==> src/rtl/sigma_delta_pkg.sv <==
// Shared constants and types for the sigma-delta ADC sample sequencer.
package sigma_delta_pkg;

    localparam int SEQ_NUM_CH = 4;
    localparam int DISC_CNT_W = 4;
    localparam int OVR_CNT_W  = 8;

    typedef logic [$clog2(SEQ_NUM_CH)-1:0] ch_idx_t;

    // Saturating increment for the per-channel lost-sample counters.
    function automatic logic [OVR_CNT_W-1:0] sat_inc(input logic [OVR_CNT_W-1:0] v);
        return (v == '1) ? v : v + 1'b1;
    endfunction

endpackage

==> src/rtl/sigma_delta_rr_arbiter.sv <==
// Combinational round-robin search: first requester above last_grant, wrapping.
module sigma_delta_rr_arbiter
    import sigma_delta_pkg::*;
#(
    parameter int NUM_CH = 4,
    localparam int CH_W = $clog2(NUM_CH)
) (
    input  logic [NUM_CH-1:0] req,
    input  logic [CH_W-1:0]   last_grant,
    output logic [CH_W-1:0]   grant,
    output logic              grant_valid
);

    always_comb begin
        grant       = '0;
        grant_valid = 1'b0;
        // Walk from farthest to nearest so the nearest requester is written last.
        for (int k = NUM_CH; k >= 1; k--) begin
            int idx;
            idx = int'(last_grant) + k;
            if (idx >= NUM_CH) idx = idx - NUM_CH;
            if (req[idx]) begin
                grant       = CH_W'(idx);
                grant_valid = 1'b1;
            end
        end
    end

endmodule

==> src/rtl/sigma_delta_adc_sequencer.sv <==
// Multi-channel ADC sample capture, start-up discard and round-robin streaming.
// Optional SIGMA_DELTA_SEQ_OVERRUN_CNT_EN adds per-channel lost-sample counters.
module sigma_delta_adc_sequencer
    import sigma_delta_pkg::*;
#(
    parameter int NUM_CH          = 4,
    parameter int ADC_BITLEN      = 24,
    parameter int DISCARD_SAMPLES = 2,
    localparam int CH_W = $clog2(NUM_CH)
) (
    input  logic                         clk,
    input  logic                         rst,
    input  logic [NUM_CH-1:0]            ch_en,
    input  logic [NUM_CH*ADC_BITLEN-1:0] adc_output,
    input  logic [NUM_CH-1:0]            adc_valid,
    output logic [ADC_BITLEN-1:0]        out_data,
    output logic [CH_W-1:0]              out_ch,
    output logic                         out_valid,
    input  logic                         out_ready,
    input  logic                         clear_overrun,
    output logic [NUM_CH-1:0]            overrun
`ifdef SIGMA_DELTA_SEQ_OVERRUN_CNT_EN
    ,
    output logic [NUM_CH*OVR_CNT_W-1:0]  overrun_cnt
`endif
);

    logic [ADC_BITLEN-1:0] sample   [NUM_CH];
    logic [ADC_BITLEN-1:0] hold     [NUM_CH];
    logic [DISC_CNT_W-1:0] disc_cnt [NUM_CH];

    logic [NUM_CH-1:0] full;
    logic [NUM_CH-1:0] capture;
    logic [NUM_CH-1:0] take_vec;
    logic [NUM_CH-1:0] overrun_set;
    logic [NUM_CH-1:0] req;

    logic [CH_W-1:0] last_grant;
    logic [CH_W-1:0] grant;
    logic            grant_valid;
    logic            out_free;
    logic            take;

    genvar gi;
    generate
        for (gi = 0; gi < NUM_CH; gi++) begin : g_ch
            assign sample[gi]      = adc_output[gi*ADC_BITLEN +: ADC_BITLEN];
            assign capture[gi]     = ch_en[gi] & adc_valid[gi] & (disc_cnt[gi] == '0);
            assign take_vec[gi]    = take & (grant == CH_W'(gi));
            assign overrun_set[gi] = capture[gi] & full[gi] & ~take_vec[gi];
        end
    endgenerate

    // A fresh capture also requests, so an idle output forwards it the next cycle.
    assign req      = full | capture;
    assign out_free = ~out_valid | out_ready;
    assign take     = out_free & grant_valid;

    sigma_delta_rr_arbiter #(
        .NUM_CH (NUM_CH)
    ) u_arb (
        .req         (req),
        .last_grant  (last_grant),
        .grant       (grant),
        .grant_valid (grant_valid)
    );

    always_ff @(posedge clk or posedge rst) begin
        if (rst) begin
            for (int i = 0; i < NUM_CH; i++) begin
                disc_cnt[i] <= DISC_CNT_W'(DISCARD_SAMPLES);
                hold[i]     <= '0;
            end
            full    <= '0;
            overrun <= '0;
        end else begin
            for (int i = 0; i < NUM_CH; i++) begin
                if (!ch_en[i]) begin
                    disc_cnt[i] <= DISC_CNT_W'(DISCARD_SAMPLES);
                    full[i]     <= 1'b0;
                end else begin
                    if (adc_valid[i] && disc_cnt[i] != '0)
                        disc_cnt[i] <= disc_cnt[i] - 1'b1;
                    if (capture[i]) begin
                        hold[i] <= sample[i];
                        // Stays empty only when the new sample bypasses straight to the output.
                        full[i] <= full[i] | ~take_vec[i];
                    end else if (take_vec[i]) begin
                        full[i] <= 1'b0;
                    end
                end
                overrun[i] <= overrun_set[i] | (overrun[i] & ~clear_overrun);
            end
        end
    end

    always_ff @(posedge clk or posedge rst) begin
        if (rst) begin
            out_valid  <= 1'b0;
            out_data   <= '0;
            out_ch     <= '0;
            last_grant <= CH_W'(NUM_CH - 1);
        end else if (out_free) begin
            out_valid <= grant_valid;
            if (grant_valid) begin
                out_data   <= full[grant] ? hold[grant] : sample[grant];
                out_ch     <= grant;
                last_grant <= grant;
            end
        end
    end

`ifdef SIGMA_DELTA_SEQ_OVERRUN_CNT_EN
    logic [OVR_CNT_W-1:0] ovr_cnt [NUM_CH];

    always_ff @(posedge clk or posedge rst) begin
        if (rst) begin
            for (int i = 0; i < NUM_CH; i++) ovr_cnt[i] <= '0;
        end else begin
            for (int i = 0; i < NUM_CH; i++) begin
                if (overrun_set[i])
                    ovr_cnt[i] <= clear_overrun ? OVR_CNT_W'(1) : sat_inc(ovr_cnt[i]);
                else if (clear_overrun)
                    ovr_cnt[i] <= '0;
            end
        end
    end

    generate
        for (gi = 0; gi < NUM_CH; gi++) begin : g_cnt
            assign overrun_cnt[gi*OVR_CNT_W +: OVR_CNT_W] = ovr_cnt[gi];
        end
    endgenerate
`else
    // Only the sticky overrun flags are kept in this build.
`endif

endmodule

==> config.mk <==
export PLATFORM = sky130hd
export DESIGN_NAME = sigma_delta_adc_sequencer
export DESIGN_NICKNAME = d
export VERILOG_FILES = /design/src/rtl/sigma_delta_pkg.sv /design/src/rtl/sigma_delta_rr_arbiter.sv /design/src/rtl/sigma_delta_adc_sequencer.sv
export SDC_FILE = /design/constraint.sdc
export NUM_CORES = 1
export LEC_CHECK = 0
export BUFFER_PORTS_ARGS = -buffer_cell sky130_fd_sc_hd__buf_2
export CORE_MARGIN = 3
export CORE_UTILIZATION = 41
export CTS_BUF_LIST = sky130_fd_sc_hd__clkbuf_4 sky130_fd_sc_hd__clkbuf_8
export CTS_CLUSTER_SIZE = 16
export DETAILED_ROUTE_END_ITERATION = 8
export PLACE_DENSITY_LB_ADDON = 0.2
export SYNTH_ARGS = -nofsm -noshare
export SYNTH_HDL_FRONTEND = slang
export SYNTH_SLANG_ARGS = --single-unit
==> constraint.sdc <==
create_clock -name clk -period 6 [get_ports clk]
set_clock_uncertainty 0.2 [all_clocks]
set_input_delay 0.6 -clock clk [delete_from_list [all_inputs] [get_ports clk]]
set_output_delay 0.6 -clock clk [all_outputs]
set_load 0.01 [all_outputs]
* Word level (Yosys, flattened, before mapping)
Cells that the tools add are included.
Operators by class: equality and inequality tests 11, reduce and logical (&&, ||, !) cells 18, multiplexer cells 53, bitwise logic cells 42, add/sub/neg operators 12, $lt $le $gt $ge 10
Operator list (number):
- 32-bit by 4-bit greater-or-equal comparator with 1-bit output (second input constant) | 4
- 32-bit by 4-bit less-than comparator with 1-bit output (second input constant) | 4
- 32-bit 2-to-1 mux | 4
- 32-bit by 4-bit subtractor with 32-bit output (second input constant) | 4
- 24-bit 2-to-1 mux | 5
- 24-bit binary-select mux with 2-bit select | 2
- 4-bit 2-to-1 mux | 8
- 1-bit AND | 25
- 1-bit 2-to-1 mux | 25
- 4-bit zero test | 4
- 4-bit nonzero test | 4
- 4-bit by 1-bit subtractor with 4-bit output (second input constant) | 4
- 3-bit by 1-bit != test with 1-bit output (second input constant) | 4
- 1-bit binary-select mux with 2-bit select | 5
- 2-bit AND reduction | 5
- 1-bit OR | 9
- 2-bit 2-to-1 mux | 4
- 2-bit by 1-bit != test with 1-bit output (second input constant) | 4
- 2-bit by 2-bit adder with 3-bit output (second input constant) | 2
- 1-bit NOT | 6
- 2-bit by 3-bit adder with 4-bit output (second input constant) | 1
- 2-bit == test (second input constant) | 2
- 1-bit logical AND | 4
- 4-bit OR | 1
- 6 further kinds | 6
Word-level totals: bits in registers 149, logic and storage cells 163, output and inout port bits 31, input bits 108

* Logic depth before layout (Yosys ltp)
depth in word-level cells 16, depth in mapped cells 11, depth with buffers taken out 9

* By module
A second synthesis with hierarchy kept.
Second synthesis, totals: cell total of the unflattened synthesis 519, area, all modules 7668.6 sq um
By module, submodules not included:
- sigma_delta_adc_sequencer | cells an instance 505, area each 7577.3 sq um, sequential area each 3736.1 sq um, times used 1
- sigma_delta_rr_arbiter | cells an instance 14, area each 91.3 sq um, sequential area each 0.0 sq um, times used 1

* Worst setup path after synthesis
Ideal clock, no wire load.
kind flip-flop to flip-flop, from register disc_cnt[5] (netlist name), to register out_data[0], setup time 0.132 ns, stages on the path, launching flop included 12, data arrival time 2.171 ns, path buffers 2, period minus slack after synthesis 2.503 ns, setup slack 3.497 ns, data required time 5.668 ns, cell sequence dfstp_2 > inv_1 > ha_1 > and4bb_4 > nand2_1 > nand2b_1 > o32ai_4 > nor2_2 > buf_6 > buf_4 > a21oi_1 > o21ai_1
Between the ends: word-level cells in the longest chain between the ends 15, elaborated cells on any way between the ends 34, those cells by class 29 x mux; 3 x bitwise; 2 x reduce/logical
Ends and longest elaborated chain:
- from (decl) | RTL line sigma_delta_adc_sequencer.sv:30 | logic [DISC_CNT_W-1:0] disc_cnt [NUM_CH];
- from (signal, indexed assignment) | RTL line sigma_delta_adc_sequencer.sv:71 | disc_cnt[i] <= DISC_CNT_W'(DISCARD_SAMPLES);
- from (signal, indexed assignment) | RTL line sigma_delta_adc_sequencer.sv:79 | disc_cnt[i] <= DISC_CNT_W'(DISCARD_SAMPLES);
- from (signal, indexed assignment) | RTL line sigma_delta_adc_sequencer.sv:83 | disc_cnt[i] <= disc_cnt[i] - 1'b1;
- 4-bit zero test (*) | RTL line sigma_delta_adc_sequencer.sv:48 | assign capture[gi] = ch_en[gi] & adc_valid[gi] & (disc_cnt[gi] == '0);
- 1-bit AND (*) | RTL line sigma_delta_adc_sequencer.sv:48
- 4-bit OR (*) | RTL line sigma_delta_adc_sequencer.sv:55 | assign req = full | capture;
- 1-bit binary-select mux with 2-bit select | RTL line sigma_delta_rr_arbiter.sv:22 | if (req[idx]) begin
- 1-bit 2-to-1 mux (not written as such) (2 in series) | RTL line sigma_delta_rr_arbiter.sv:22
- 2-bit 2-to-1 mux (4 in series) | RTL line sigma_delta_rr_arbiter.sv:22
- 2-bit NOT with 3-bit output (not written as such) | RTL line sigma_delta_adc_sequencer.sv:106 | out_data <= full[grant] ? hold[grant] : sample[grant];
- 24-bit binary-select mux with 2-bit select | RTL line sigma_delta_adc_sequencer.sv:106
- 24-bit 2-to-1 mux (not written as such) (2 in series) | RTL line sigma_delta_adc_sequencer.sv:106
- 24-bit 2-to-1 mux | RTL line sigma_delta_adc_sequencer.sv:106
- to (signal assigned) | RTL line sigma_delta_adc_sequencer.sv:106
- to (decl) | RTL line sigma_delta_adc_sequencer.sv:16 | output logic [ADC_BITLEN-1:0] out_data,
Mark *: on every way between the ends. The rest lies on a longest branch, timed or not. The select of a mux whose other input is x is not followed. A chain may end at the register's enable or synchronous reset.

* Worst setup path in the final report
from register disc_cnt[5] (netlist name), to register full[3]
Between the ends: word-level cells in the longest chain between the ends 16, elaborated cells on any way between the ends 31, those cells by class 2 x eq/ne; 22 x mux; 6 x bitwise; 1 x reduce/logical
Ends and longest elaborated chain:
- 4-bit zero test (*) | RTL line sigma_delta_adc_sequencer.sv:48
- 1-bit AND (*) | RTL line sigma_delta_adc_sequencer.sv:48
- 4-bit OR (*) | RTL line sigma_delta_adc_sequencer.sv:55
- 1-bit binary-select mux with 2-bit select | RTL line sigma_delta_rr_arbiter.sv:22
- 1-bit 2-to-1 mux (not written as such) (2 in series) | RTL line sigma_delta_rr_arbiter.sv:22
- 2-bit 2-to-1 mux / 1-bit 2-to-1 mux (equally long branches) (4 in series) | RTL line sigma_delta_rr_arbiter.sv:22
- 2-bit == test / 1-bit AND (equally long branches) | RTL line sigma_delta_adc_sequencer.sv:49, sigma_delta_adc_sequencer.sv:57
- 1-bit AND (*) | RTL line sigma_delta_adc_sequencer.sv:49 | assign take_vec[gi] = take & (grant == CH_W'(gi));
- 1-bit NOT | RTL line sigma_delta_adc_sequencer.sv:87 | full[i] <= full[i] | ~take_vec[i];
- 1-bit OR | RTL line sigma_delta_adc_sequencer.sv:87
- 1-bit 2-to-1 mux | RTL line sigma_delta_adc_sequencer.sv:84 | if (capture[i]) begin
- 1-bit 2-to-1 mux | RTL line sigma_delta_adc_sequencer.sv:78 | if (!ch_en[i]) begin
- to (signal, indexed assignment) | RTL line sigma_delta_adc_sequencer.sv:87
- to (decl) | RTL line sigma_delta_adc_sequencer.sv:32 | logic [NUM_CH-1:0] full;
Marks and branches as above.

==> metrics.txt <==
status finished, final reports clean; RSZ-0062 raised after global routing no; combinational power share 36.5%; Final Hold Viols 0; drt drc 0; max incr delay on CP 0.82 ns; nets 892; GR peak layer met2; commonest non-fill, non-tap cell in the layout dfrtp_1; GP Congestion 0.8217; DP HPWL 14880 um; Synth Cell Area 7775 um2; switching share of total power 35.52%; critical path launch point disc_cnt[5]; Rows 49; synth warn 0; core area 18270 um2; CP Capture Type flop; Synth Area per Inst 11.67 um2; final period utilization 68.22%; Post-synth ARST share 100.0%; clock buffer depth 2; global-route wire length before repair 31620 um; TNS Setup 0 ns; worst slew pin tran 1.249 ns; slew margin rel. 16.40%; Tmin final 4.093 ns; Min-Delay Path Class primary input to asynchronous set/reset pin; share of total power in the clock network 18.9%; Max IR drop VDD 0.1531 mV; flops & latches, synth 149; clk_lat worst skew 0.46 ns; Mapped Cells 666; GRT Overall Usage 19.68%; Global Route met2 Usage 30.10%; Slowest-stage cell, CP o32ai_4; GRT met3 Usage 4.226%; TritonCTS clock tree yes; initial antenna violation count 0; Congestion Overflow GR 0; Distinct cells, synth 45; Final Instance Area 8937 um2; starting density of the core 42.56%; number of I/O pins 139; drt wl/cell 19.59 um; syn_nets 778; Final Setup Violations 0; vias in the first global route 5881; Setup Fix Bufs, Post-CTS 0; most frequent cells in the layout dfrtp_1, buf_2, mux2_2; Worst Path Max Fanout 29; htree depth 4; Hold-fix buffers, CTS 0; Max-Cap Viols 0; initial drt markers 380; crit-path cells inv_1 -> ha_1 -> and4bb_4 -> nand2_1 -> nand2b_1 -> o32ai_4 -> nor2_2 -> o31ai_1 -> a21oi_1; P_int 0.002472 W; share of power burned in registers 44.6%; sequential element share of the synthesized area 48.05%; Worst Path Required 6.14 ns; Final ANT Viol Nets 0; fmax 0.2443 GHz; vias 5693; Main synth FF type dfrtp_1; DIE WIDTH 143.7 um; post-cts resize count 0; Slew Limit Fails 0; die height 143.7 um; Startpoint Class flop; Pleak 3.876 nW; worst reg2reg path startpoint disc_cnt[5]; Area Growth Syn to Fin 14.95%; CTS Sinks 149; CP Class flop to flop; TritonRoute pass-1 iters 5; net switching power 0.001362 W; cts bufs inserted 17; CP arrival 4.23 ns; pwr/cell area 429.0 nW/um2; placed inst area 8569 um2; final wirelength 20020 um; largest net degree at the start of global routing 105; clock slew at reported path FFs 0.08 ns; Largest delay share family, worst path simple AND/OR/NAND/NOR gates; CTS root buffer clkbuf_8; EDFF count, synth 0; area of the die 20650 um2; diode count 0; layout cells sized above 1 40.86%; worst path bufs/invs 1; vias per std cell 5.570; I/O Buffers 138; M1 GR Usage 28.42%
## kinds of logic after synthesis
family | synth area share [%]
AOI/OAI and AO/OA | 13.12
xor gates and xnor gates | 1.352
adders and majority gates | 0.6437
buffers and inverters | 3.814
DFF | 48.05
muxes | 27.21
and+or+nand+nor | 5.809
## cells in the mapped netlist (8+ instances only)
library cell	n	area, um2
a21oi_1	51	255.2
a32oi_1	24	210.2
and2_1	9	56.30
buf_2	12	60.06
clkbuf_1	28	105.1
dfrtp_1	143	3578
inv_1	16	60.06
mux2_2	123	1385
mux2i_1	73	730.7
nand2_1	22	82.58
nand3_1	25	125.1
o21ai_0	36	180.2
o21ai_1	20	100.1
xnor2_1	8	70.07
## area by class of cell
type                            instances  area [um2]
Tap cell                              229       286.5
Clock inverter                          4       20.02
Clock buffer                           28       347.8
Sequential cell                       149        3736
Inverter                               16       65.06
Multi-Input combinational cell        453        3754
Timing Repair Buffer                  143       728.2
Fill cell                            1695        9333
## path summary, 6_finish.rpt
path | to | slack, ns | cells past startpoint
max in group asynchronous | hold[39] | 4.28 | 3
min in group clk | overrun[2] | 0.17 | 2
setup reg to reg | full[3] | 1.91 | 9
hold reg to reg | overrun[1] | 0.30 | 1
hold / removal | hold[56] | 0.15 | 2
setup / recovery | full[3] | 1.91 | 9
## flip-flops by register name (all words and copies together), names as in the netlist
| name | count |
|---|---|
| overrun | 4 |
| disc_cnt | 16 |
| out_ch | 2 |
| out_data | 24 |
| last_grant | 2 |
| full | 4 |
| hold | 96 |
| out_valid | 1 |
## metal layers
layer	wire (um)	part of all wire [%]
met1	9643	48
met2	9133	46
met3	951	4.8
met4	291	1.5
met5	0	0
## stage by stage
stage          util [%]  instances  total power, W  setup slack [ns]  hold WS, ns
5_1_grt           48.92       1022        0.004093             1.563       0.1691
2_1_floorplan         -        666        0.002702             1.202       0.2737
6_report          48.92       1022        0.003834             1.907       0.1514
3_5_place_dp      46.90        990        0.003129             1.939       0.2913
3_3_place_gp      46.90        990        0.003057             2.026       0.2811
4_1_cts           48.92       1022        0.003849             1.913       0.1523
## power groups by stage
| stage | clock network, W | logic, W | registers, W |
|---|---|---|---|
| after floorplan | 0 | 0.00102 | 0.00169 |
| after global placement | 0 | 0.00135 | 0.00170 |
| after detailed placement | 0 | 0.00140 | 0.00173 |
| after CTS | 0.000736 | 0.00140 | 0.00171 |
| after global routing | 0.000780 | 0.00155 | 0.00176 |
| final | 0.000723 | 0.00140 | 0.00171 |
No activity file was read; power rests on OpenSTA's default activity.
